`src/rtl/inst_encoder_pkg.sv`:
```
// inst_encoder_pkg: shared RV32 format enum, opcode constants and immediate-range helper.
// Used by the immediate generator and by inst_encoder; no ports.
package inst_encoder_pkg;

    typedef enum logic [2:0] {
        FMT_R = 3'd0,
        FMT_I = 3'd1,
        FMT_S = 3'd2,
        FMT_B = 3'd3,
        FMT_U = 3'd4,
        FMT_J = 3'd5
    } fmt_e;

    localparam logic [6:0] OP_LUI    = 7'h37;
    localparam logic [6:0] OP_AUIPC  = 7'h17;
    localparam logic [6:0] OP_JAL    = 7'h6F;
    localparam logic [6:0] OP_JALR   = 7'h67;
    localparam logic [6:0] OP_BRANCH = 7'h63;
    localparam logic [6:0] OP_LOAD   = 7'h03;
    localparam logic [6:0] OP_STORE  = 7'h23;
    localparam logic [6:0] OP_IMM    = 7'h13;
    localparam logic [6:0] OP_REG    = 7'h33;

    typedef struct packed {
        logic [31:0] addr;
        logic [31:0] inst;
    } entry_t;

    // True when v is representable as a signed value of the given bit width:
    // everything above the sign bit must be a copy of it.
    function automatic logic fits_signed(input logic [31:0] v, input int unsigned bits);
        logic signed [31:0] s;
        s = $signed(v) >>> (bits - 1);
        return (s == '0) || (s == '1);
    endfunction

endpackage

```
`src/rtl/inst_encoder_sync_fifo.sv`:
```
// sync_fifo: power-of-two depth FIFO with combinational head read.
// Ports: clk, rst_n (async, active-low); push/wdata write side; pop/rdata read side;
// full, empty, level occupancy. rdata reads zero while empty.
module sync_fifo #(
    parameter int WIDTH = 64,
    parameter int DEPTH = 4
) (
    input  logic                     clk,
    input  logic                     rst_n,
    input  logic                     push,
    input  logic [WIDTH-1:0]         wdata,
    input  logic                     pop,
    output logic [WIDTH-1:0]         rdata,
    output logic                     full,
    output logic                     empty,
    output logic [$clog2(DEPTH):0]   level
);
    localparam int AW = $clog2(DEPTH);
    localparam int LW = AW + 1;

    logic [WIDTH-1:0] mem [DEPTH];
    logic [AW-1:0]    wptr, rptr;
    logic             do_push, do_pop;

    assign full    = level == LW'(DEPTH);
    assign empty   = level == '0;
    assign do_push = push && !full;
    assign do_pop  = pop && !empty;
    assign rdata   = empty ? '0 : mem[rptr];

    always_ff @(posedge clk or negedge rst_n) begin
        if (!rst_n) begin
            wptr  <= '0;
            rptr  <= '0;
            level <= '0;
        end else begin
            if (do_push) wptr <= wptr + AW'(1);
            if (do_pop) rptr <= rptr + AW'(1);
            level <= level + LW'(do_push) - LW'(do_pop);
        end
    end

    always_ff @(posedge clk) begin
        if (do_push) mem[wptr] <= wdata;
    end

endmodule

```
`src/rtl/inst_encoder.sv`:
```
// inst_encoder: packs RV32 instruction fields into words, range-checks immediates, buffers results.
// Ports: clk, rst_n (async, active-low); in_valid/in_ready with in_fmt and raw fields in;
// out_valid/out_ready with out_inst, out_addr; err_range pulse, err_count, fifo_level.
module inst_encoder
    import inst_encoder_pkg::*;
#(
    parameter int          FIFO_DEPTH = 4,
    parameter logic [31:0] BASE_ADDR  = 32'h0
) (
    input  logic                          clk,
    input  logic                          rst_n,
    input  logic                          in_valid,
    output logic                          in_ready,
    input  logic [2:0]                    in_fmt,
    input  logic [6:0]                    in_opcode,
    input  logic [4:0]                    in_rd,
    input  logic [4:0]                    in_rs1,
    input  logic [4:0]                    in_rs2,
    input  logic [2:0]                    in_funct3,
    input  logic [6:0]                    in_funct7,
    input  logic [31:0]                   in_imm,
    output logic                          out_valid,
    input  logic                          out_ready,
    output logic [31:0]                   out_inst,
    output logic [31:0]                   out_addr,
    output logic                          err_range,
    output logic [7:0]                    err_count,
    output logic [$clog2(FIFO_DEPTH):0]   fifo_level
);
    logic [31:0] inst, addr_q;
    logic        ok, accept, full, empty;
    entry_t      wdata, rdata;

    assign in_ready  = !full;
    assign out_valid = !empty;
    assign accept    = in_valid && in_ready;
    assign wdata     = '{addr: addr_q, inst: inst};
    assign out_inst  = rdata.inst;
    assign out_addr  = rdata.addr;

    always_comb begin
        inst = '0;
        ok   = 1'b0;
        case (in_fmt)
            FMT_R: begin
                inst = {in_funct7, in_rs2, in_rs1, in_funct3, in_rd, in_opcode};
                ok   = 1'b1;
            end
            FMT_I: begin
                inst = {in_imm[11:0], in_rs1, in_funct3, in_rd, in_opcode};
                ok   = fits_signed(in_imm, 12);
            end
            FMT_S: begin
                inst = {in_imm[11:5], in_rs2, in_rs1, in_funct3, in_imm[4:0], in_opcode};
                ok   = fits_signed(in_imm, 12);
            end
            FMT_B: begin
                inst = {in_imm[12], in_imm[10:5], in_rs2, in_rs1, in_funct3, in_imm[4:1], in_imm[11], in_opcode};
                ok   = fits_signed(in_imm, 13) && !in_imm[0];
            end
            FMT_U: begin
                inst = {in_imm[31:12], in_rd, in_opcode};
                ok   = in_imm[11:0] == '0;
            end
            FMT_J: begin
                inst = {in_imm[20], in_imm[10:1], in_imm[11], in_imm[19:12], in_rd, in_opcode};
                ok   = fits_signed(in_imm, 21) && !in_imm[0];
            end
            default: ;
        endcase
    end

    always_ff @(posedge clk or negedge rst_n) begin
        if (!rst_n) begin
            addr_q    <= BASE_ADDR;
            err_range <= 1'b0;
            err_count <= '0;
        end else begin
            err_range <= accept && !ok;
            if (accept && ok) addr_q <= addr_q + 32'd4;
            if (accept && !ok && err_count != 8'hFF) err_count <= err_count + 8'd1;
        end
    end

    sync_fifo #(
        .WIDTH (64),
        .DEPTH (FIFO_DEPTH)
    ) u_fifo (
        .clk   (clk),
        .rst_n (rst_n),
        .push  (accept && ok),
        .wdata (wdata),
        .pop   (out_valid && out_ready),
        .rdata (rdata),
        .full  (full),
        .empty (empty),
        .level (fifo_level)
    );

endmodule

```
`config.mk`:
```
export PLATFORM = sky130hd
export DESIGN_NAME = inst_encoder
export DESIGN_NICKNAME = d
export VERILOG_FILES = /design/src/rtl/inst_encoder_pkg.sv /design/src/rtl/inst_encoder_sync_fifo.sv /design/src/rtl/inst_encoder.sv
export SDC_FILE = /design/constraint.sdc
export NUM_CORES = 1
export LEC_CHECK = 0
export ABC_AREA = 1
export BUFFER_PORTS_ARGS = -buffer_cell sky130_fd_sc_hd__buf_2
export CAP_MARGIN = 20
export CORE_AREA = 5 5 197 199
export DETAILED_ROUTE_END_ITERATION = 16
export DIE_AREA = 0 0 202 204
export GPL_TIMING_DRIVEN = 0
export SLEW_MARGIN = 20
export SYNTH_ARGS = -nofsm -noshare
export SYNTH_HDL_FRONTEND = slang
export SYNTH_HIERARCHICAL = 1
export SYNTH_SLANG_ARGS = --single-unit
```
`constraint.sdc`:
```
create_clock -name clk -period 5.77 [get_ports clk]
set_clock_uncertainty 0.05 [all_clocks]
set_input_delay 1.4425 -clock clk [delete_from_list [all_inputs] [get_ports clk]]
set_output_delay 1.4425 -clock clk [all_outputs]
set_load 0.03 [all_outputs]
```
## Word level (Yosys, flattened, before mapping)

Memories as Yosys holds them, arrays and structs flattened.
Index checks and enable logic that the tools add are counted.

- $mul: 0
- Shift-type cells: 0
- Order comparisons: 0
- Reductions and logical operators: 23
- Eq/ne operators: 10
- $add $sub $neg: 6
- Bitwise logic cells: 0
- Multiplexer cells: 5
- Div/mod/pow operators: 0

Operators by type and width:

| kind | number |
|---|---|
| $pmux W32 S6 | 1 |
| $eq A32 B32 Y1 const B | 3 |
| $logic_not A32 Y1 | 3 |
| $mux W64 | 1 |
| $add A32 B3 Y32 const B | 1 |
| $logic_not A12 Y1 | 1 |
| $eq A3 B3 Y1 const B | 3 |
| $logic_and A1 B1 Y1 | 9 |
| $add A8 B1 Y8 const B | 1 |
| $ne A8 B8 Y1 const B | 1 |
| $eq A3 B2 Y1 const B | 2 |
| $logic_not A3 Y1 | 2 |
| $pmux W1 S5 | 1 |
| $add A2 B1 Y2 const B | 2 |
| $logic_not A1 Y1 | 4 |
| $add A3 B1 Y3 | 1 |
| $eq A3 B1 Y1 const B | 1 |
| $logic_or A1 B1 Y1 | 3 |
| $sub A3 B1 Y3 | 1 |
| $mux W1 | 2 |
| $reduce_or A2 Y1 | 1 |

- ROM bits: 0
- Memories kept: 1
- Latch bits: 0
- Input port bits: 71
- RAM bits: 256
- Register bits: 48

Memories:

| name | depth | bits a word | read ports | clocked after Yosys merged registers in | write ports | line | text |
|---|---|---|---|---|---|---|---|
| u_fifo.mem | 4 | 64 | 1 | 0 | 1 | inst_encoder_sync_fifo.sv:21 | `logic [WIDTH-1:0] mem [DEPTH];` |

## Longest topological paths before layout

- Depth after elaboration: 8
- Depth in mapped cells: 18
- Depth with buffers taken out: 17

## By module

The synthesis kept the hierarchy.

Modules (own cells, without submodules):

| module | area each (um^2) | cells each | times used |
|---|---|---|---|
| sync_fifo | 11267.1 | 1063 | 1 |
| inst_encoder | 3240.6 | 523 | 1 |

## Worst setup path before layout

No wires, ideal clock.

- Kind: input-to-reg
- Start point: input in_fmt[0]
- End point: memory u_fifo.mem[0][0], enable pin
- Data arrival time: 5.217 ns
- Slack: 0.017 ns
- Cell stages on the path: 13
- Library setup time: 0.487 ns
- Required time: 5.233 ns
- Cells stage by stage: inv_2 nor2_2 nand2_2 o21ai_1 nand2_1 nand2_1 nand2_2 nand3_2 nand2_4 inv_4 buf_6 nand2_1 nor2_1

- Word-level cells in the longest chain between the ends: 7
- Elaborated cells on any way between the ends: 12
- Those cells by class: eq/ne (5); mux (3); reduce/logical (4)

Ends and longest elaborated chain:

| element | line | text |
|---|---|---|
| start: declaration | inst_encoder.sv:14 | `input logic [2:0] in_fmt,` |
| $eq A3 B2 Y1 or $eq A3 B1 Y1 (tied branches) | inst_encoder.sv:44 | `case (in_fmt)` |
| $reduce_or A2 Y1 (no source line) | n/a |  |
| $pmux W1 S5 * | inst_encoder.sv:44 |  |
| $logic_and A1 B1 Y1 * | inst_encoder.sv:91 | `.push (accept && ok),` |
| $logic_and A1 B1 Y1 * | inst_encoder_sync_fifo.sv:27 | `assign do_push = push && !full;` |
| $mux W1 * | inst_encoder_sync_fifo.sv:44 | `if (do_push) mem[wptr] <= wdata;` |
| $mux W1 (not written as such) * | inst_encoder_sync_fifo.sv:44 |  |
| end: declaration | inst_encoder_sync_fifo.sv:21 |  |

Every way passes the cells marked *; elsewhere a longest branch is shown, timed or not.

## Worst setup path after layout

- Start point: input in_fmt[1]
- End point: memory u_fifo.mem[0][48], enable pin

Same word-level chain as after synthesis.

==> out/metrics.cfg <==
[run_status]
status=complete, no violations

[worst_setup_path]
crit_top_cell=nand2_1
crit_slowest_cell=nor2_4
cp-start-kind=input port
crit_type=in2reg
worst-r2r-cell-count=11
cp_data_required_time_ns=5.98
critPathMaxFanout=19
critPathArrivalTime_ns=4.27
path_cells=buf_2 -> nor2_2 -> nand2_2 -> o21ai_1 -> nand2_1 -> nand2_1 -> nand2_2 -> nand3_2 -> nand2_4 -> inv_4 -> buf_6 -> nand2_1 -> nor2_4 -> buf_12 -> buf_16
cpPeakStageDelay_ns=0.61
r2r-end=u_fifo/mem[0][48]
crit_end=u_fifo/mem[0][48]
crit_start=in_fmt[1]
end_kind=flip-flop
crit_family=simple AND/OR/NAND/NOR gates
crit_buf_inv=5
crit_cells=15
rrSetupSlack_ns=1.88
rr_startpoint=u_fifo/level[1]

[power]
p_leak_nw=8.11
powerDensity_mw_per_mm2=439
ir_drop_uv=323
power_mw=7.54

[floorplanning]
io_pins=149
die-area_sq_mm=0.0412
placementRows=71
core_sq_mm=0.0370
die_height_um=204
fp.dieW_um=202
initial_core_util=0.392

[sta]
relSlewSlack=0.404
drv_slew=0
worst_slew_pin_slew_ns=0.891
fin_crit_ns=4.06
setup_slack_ns=1.71
setup_violations=0
fmax_ghz=0.246
fin_setup_tns_ns=0
hold_violations=0
finalCritPeriodShare=0.704
rsz0062_at_grt=false

[layout]
fill_cells=3475
nets=1868
drive_gt1_frac=0.149
multi_input_area_sq_mm=0.00411
antennaDiodeCount=0
area_growth_pct=18.3
seq_area_sq_mm=0.00884

[global_routing]
grt_pass1_wl_um=59300
antenna_found_initial=0
grt_usage=0.180
grt_max_degree=25
grt_pass1_vias=10700
gr-total-overflow=0

[synth]
synth_area_per_cell_sq_um=9.15
async_reset_ff_frac=0.152
synth_top_area_share=0.530
yosysWarnings=6
yosys-top-cells-count=nand2_1, inv_1, edfxtp_1
yosysSeqAreaShare=0.609
synth_enable_flop_cells=256
ys_seq_elements=302
synth_ff_type=edfxtp_1
synth_cells=1586
synthTopCellsByArea=edfxtp_1, nand2_1, inv_1, dfrtp_1, nand3_1
syn_area_sq_mm=0.0145
yosysUniqueCellTypes=36
synth_area_leader_cell=edfxtp_1
synth.most_common_cell=nand2_1

[hold_path]
holdCritPathClass=reg2reg

[clocking]
cts_setup_buffers=0
clk_pin_slew_ns=0.06
htreeDepth=1
cts-root-buf=clkbuf_16
ctsHoldBuffers=0
cts_inserted_buffers=31
clockBufferDepth=3
cts_tree=done
clock_latency_ns=0.56
postCtsResizedCells=0
clock_sinks=302

[routing]
drc=0
wl_per_cell_um=16.4
detail-route-antenna-nets=0
firstDrtPassIters=5
vias=10800
drt_wl_total_um=37500
drt-vias-per-instance=4.74
first_iter_violations=696

[placed_design]
place_hpwl_um=26800
post-place-ws_ns=1.14
gp_congestion=0.917
portBuffers=148

[run]
maxCapViolCount=0

[report_power, final]
part / switching, mW / leakage (nW) / internal [mW]
Sequential: 0.103 / 2.84 / 2.51
Combinational: 2.25 / 4.82 / 0.833
Clock: 0.780 / 0.450 / 1.07
[metrics by stage]
stage          std cells  hold slack [ns]  cell area (sq um)   util
3_3_place_gp        2215            0.429              15900  0.428
4_1_cts             2284            0.451              17200  0.463
5_1_grt             2284            0.472              17200  0.463
6_report            2284            0.455              17200  0.463
2_1_floorplan       1593            0.442              14500      -
3_5_place_dp        2229            0.436              16200  0.438
[cells by family (layout without fill, tap and decap cells)]
group | after synthesis | count (layout) | share of synthesized area
simple gates | 742 | 742 | 0.214
buf+inv | 403 | 620 | 0.111
flops | 302 | 302 | 0.609
compound gates | 94 | 94 | 0.0358
xor+xnor | 35 | 35 | 0.0211
fa+ha+maj | 9 | 9 | 0.00828
other cells | 1 | 8 | 0.000258
[cell usage in the layout, fill, tap and decap left out, types with 2 or more instances in the layout]
| cell type | count |
|---|---|
| a21oi_1 | 68 |
| buf_12 | 3 |
| buf_16 | 9 |
| buf_2 | 184 |
| buf_4 | 4 |
| buf_6 | 5 |
| buf_8 | 2 |
| clkbuf_1 | 29 |
| clkbuf_16 | 31 |
| clkbuf_8 | 3 |
| clkinv_2 | 2 |
| conb_1 | 8 |
| dfrtp_1 | 46 |
| edfxtp_1 | 256 |
| ha_1 | 8 |
| inv_1 | 335 |
| inv_2 | 9 |
| inv_4 | 2 |
| nand2_1 | 473 |
| nand2_2 | 4 |
| nand3_1 | 156 |
| nand3_2 | 2 |
| nand4_1 | 18 |
| nor2_1 | 61 |
| nor2_2 | 2 |
| nor2_4 | 5 |
| nor3_1 | 14 |
| nor4_1 | 2 |
| o21ai_0 | 5 |
| o21ai_1 | 7 |
| o221ai_1 | 11 |
| xnor2_1 | 15 |
| xor2_1 | 20 |
[cell type report]
cell class	count	area share
multi-input combinational	888	0.240
clock inverter	5	0.00292
sequential	302	0.515
clock buffer	50	0.0511
tap	474	0.0346
buffer	58	0.0184
timing repair buffer	162	0.0628
inverter	345	0.0756
[state kept, by name (all words and copies together), names as in the netlist]
| register | cells |
|---|---|
| addr_q | 30 |
| err_range | 1 |
| err_count | 8 |
| u_fifo/level | 3 |
| u_fifo/mem | 256 |
| u_fifo/wptr | 2 |
| u_fifo/rptr | 2 |
[worst min path at each step]
stage | end | slack, ns | depth (start not counted) | from
global route | err_count[4] | 0.47 | 2 | err_count[4]
global placement | err_count[4] | 0.43 | 2 | err_count[4]
CTS | err_count[4] | 0.45 | 2 | err_count[4]
detailed placement | err_count[4] | 0.44 | 2 | err_count[4]
floorplan | u_fifo/wptr[1] | 0.44 | 2 | u_fifo/wptr[1]
finish | err_count[4] | 0.46 | 2 | err_count[4]
[worst min-delay path, stage by stage, from the launching register on]
cell     delay (ns)
dfrtp_1        0.37
nand2_1        0.06
nand2_1        0.05
[metal layers]
layer / wire length, um / GRT usage
met4: 1060 / 0.0510
met5: 0 / 0
met1: 17100 / 0.250
met2: 17600 / 0.301
met3: 1710 / 0.0198
No activity file was read; power rests on OpenSTA's default activity.
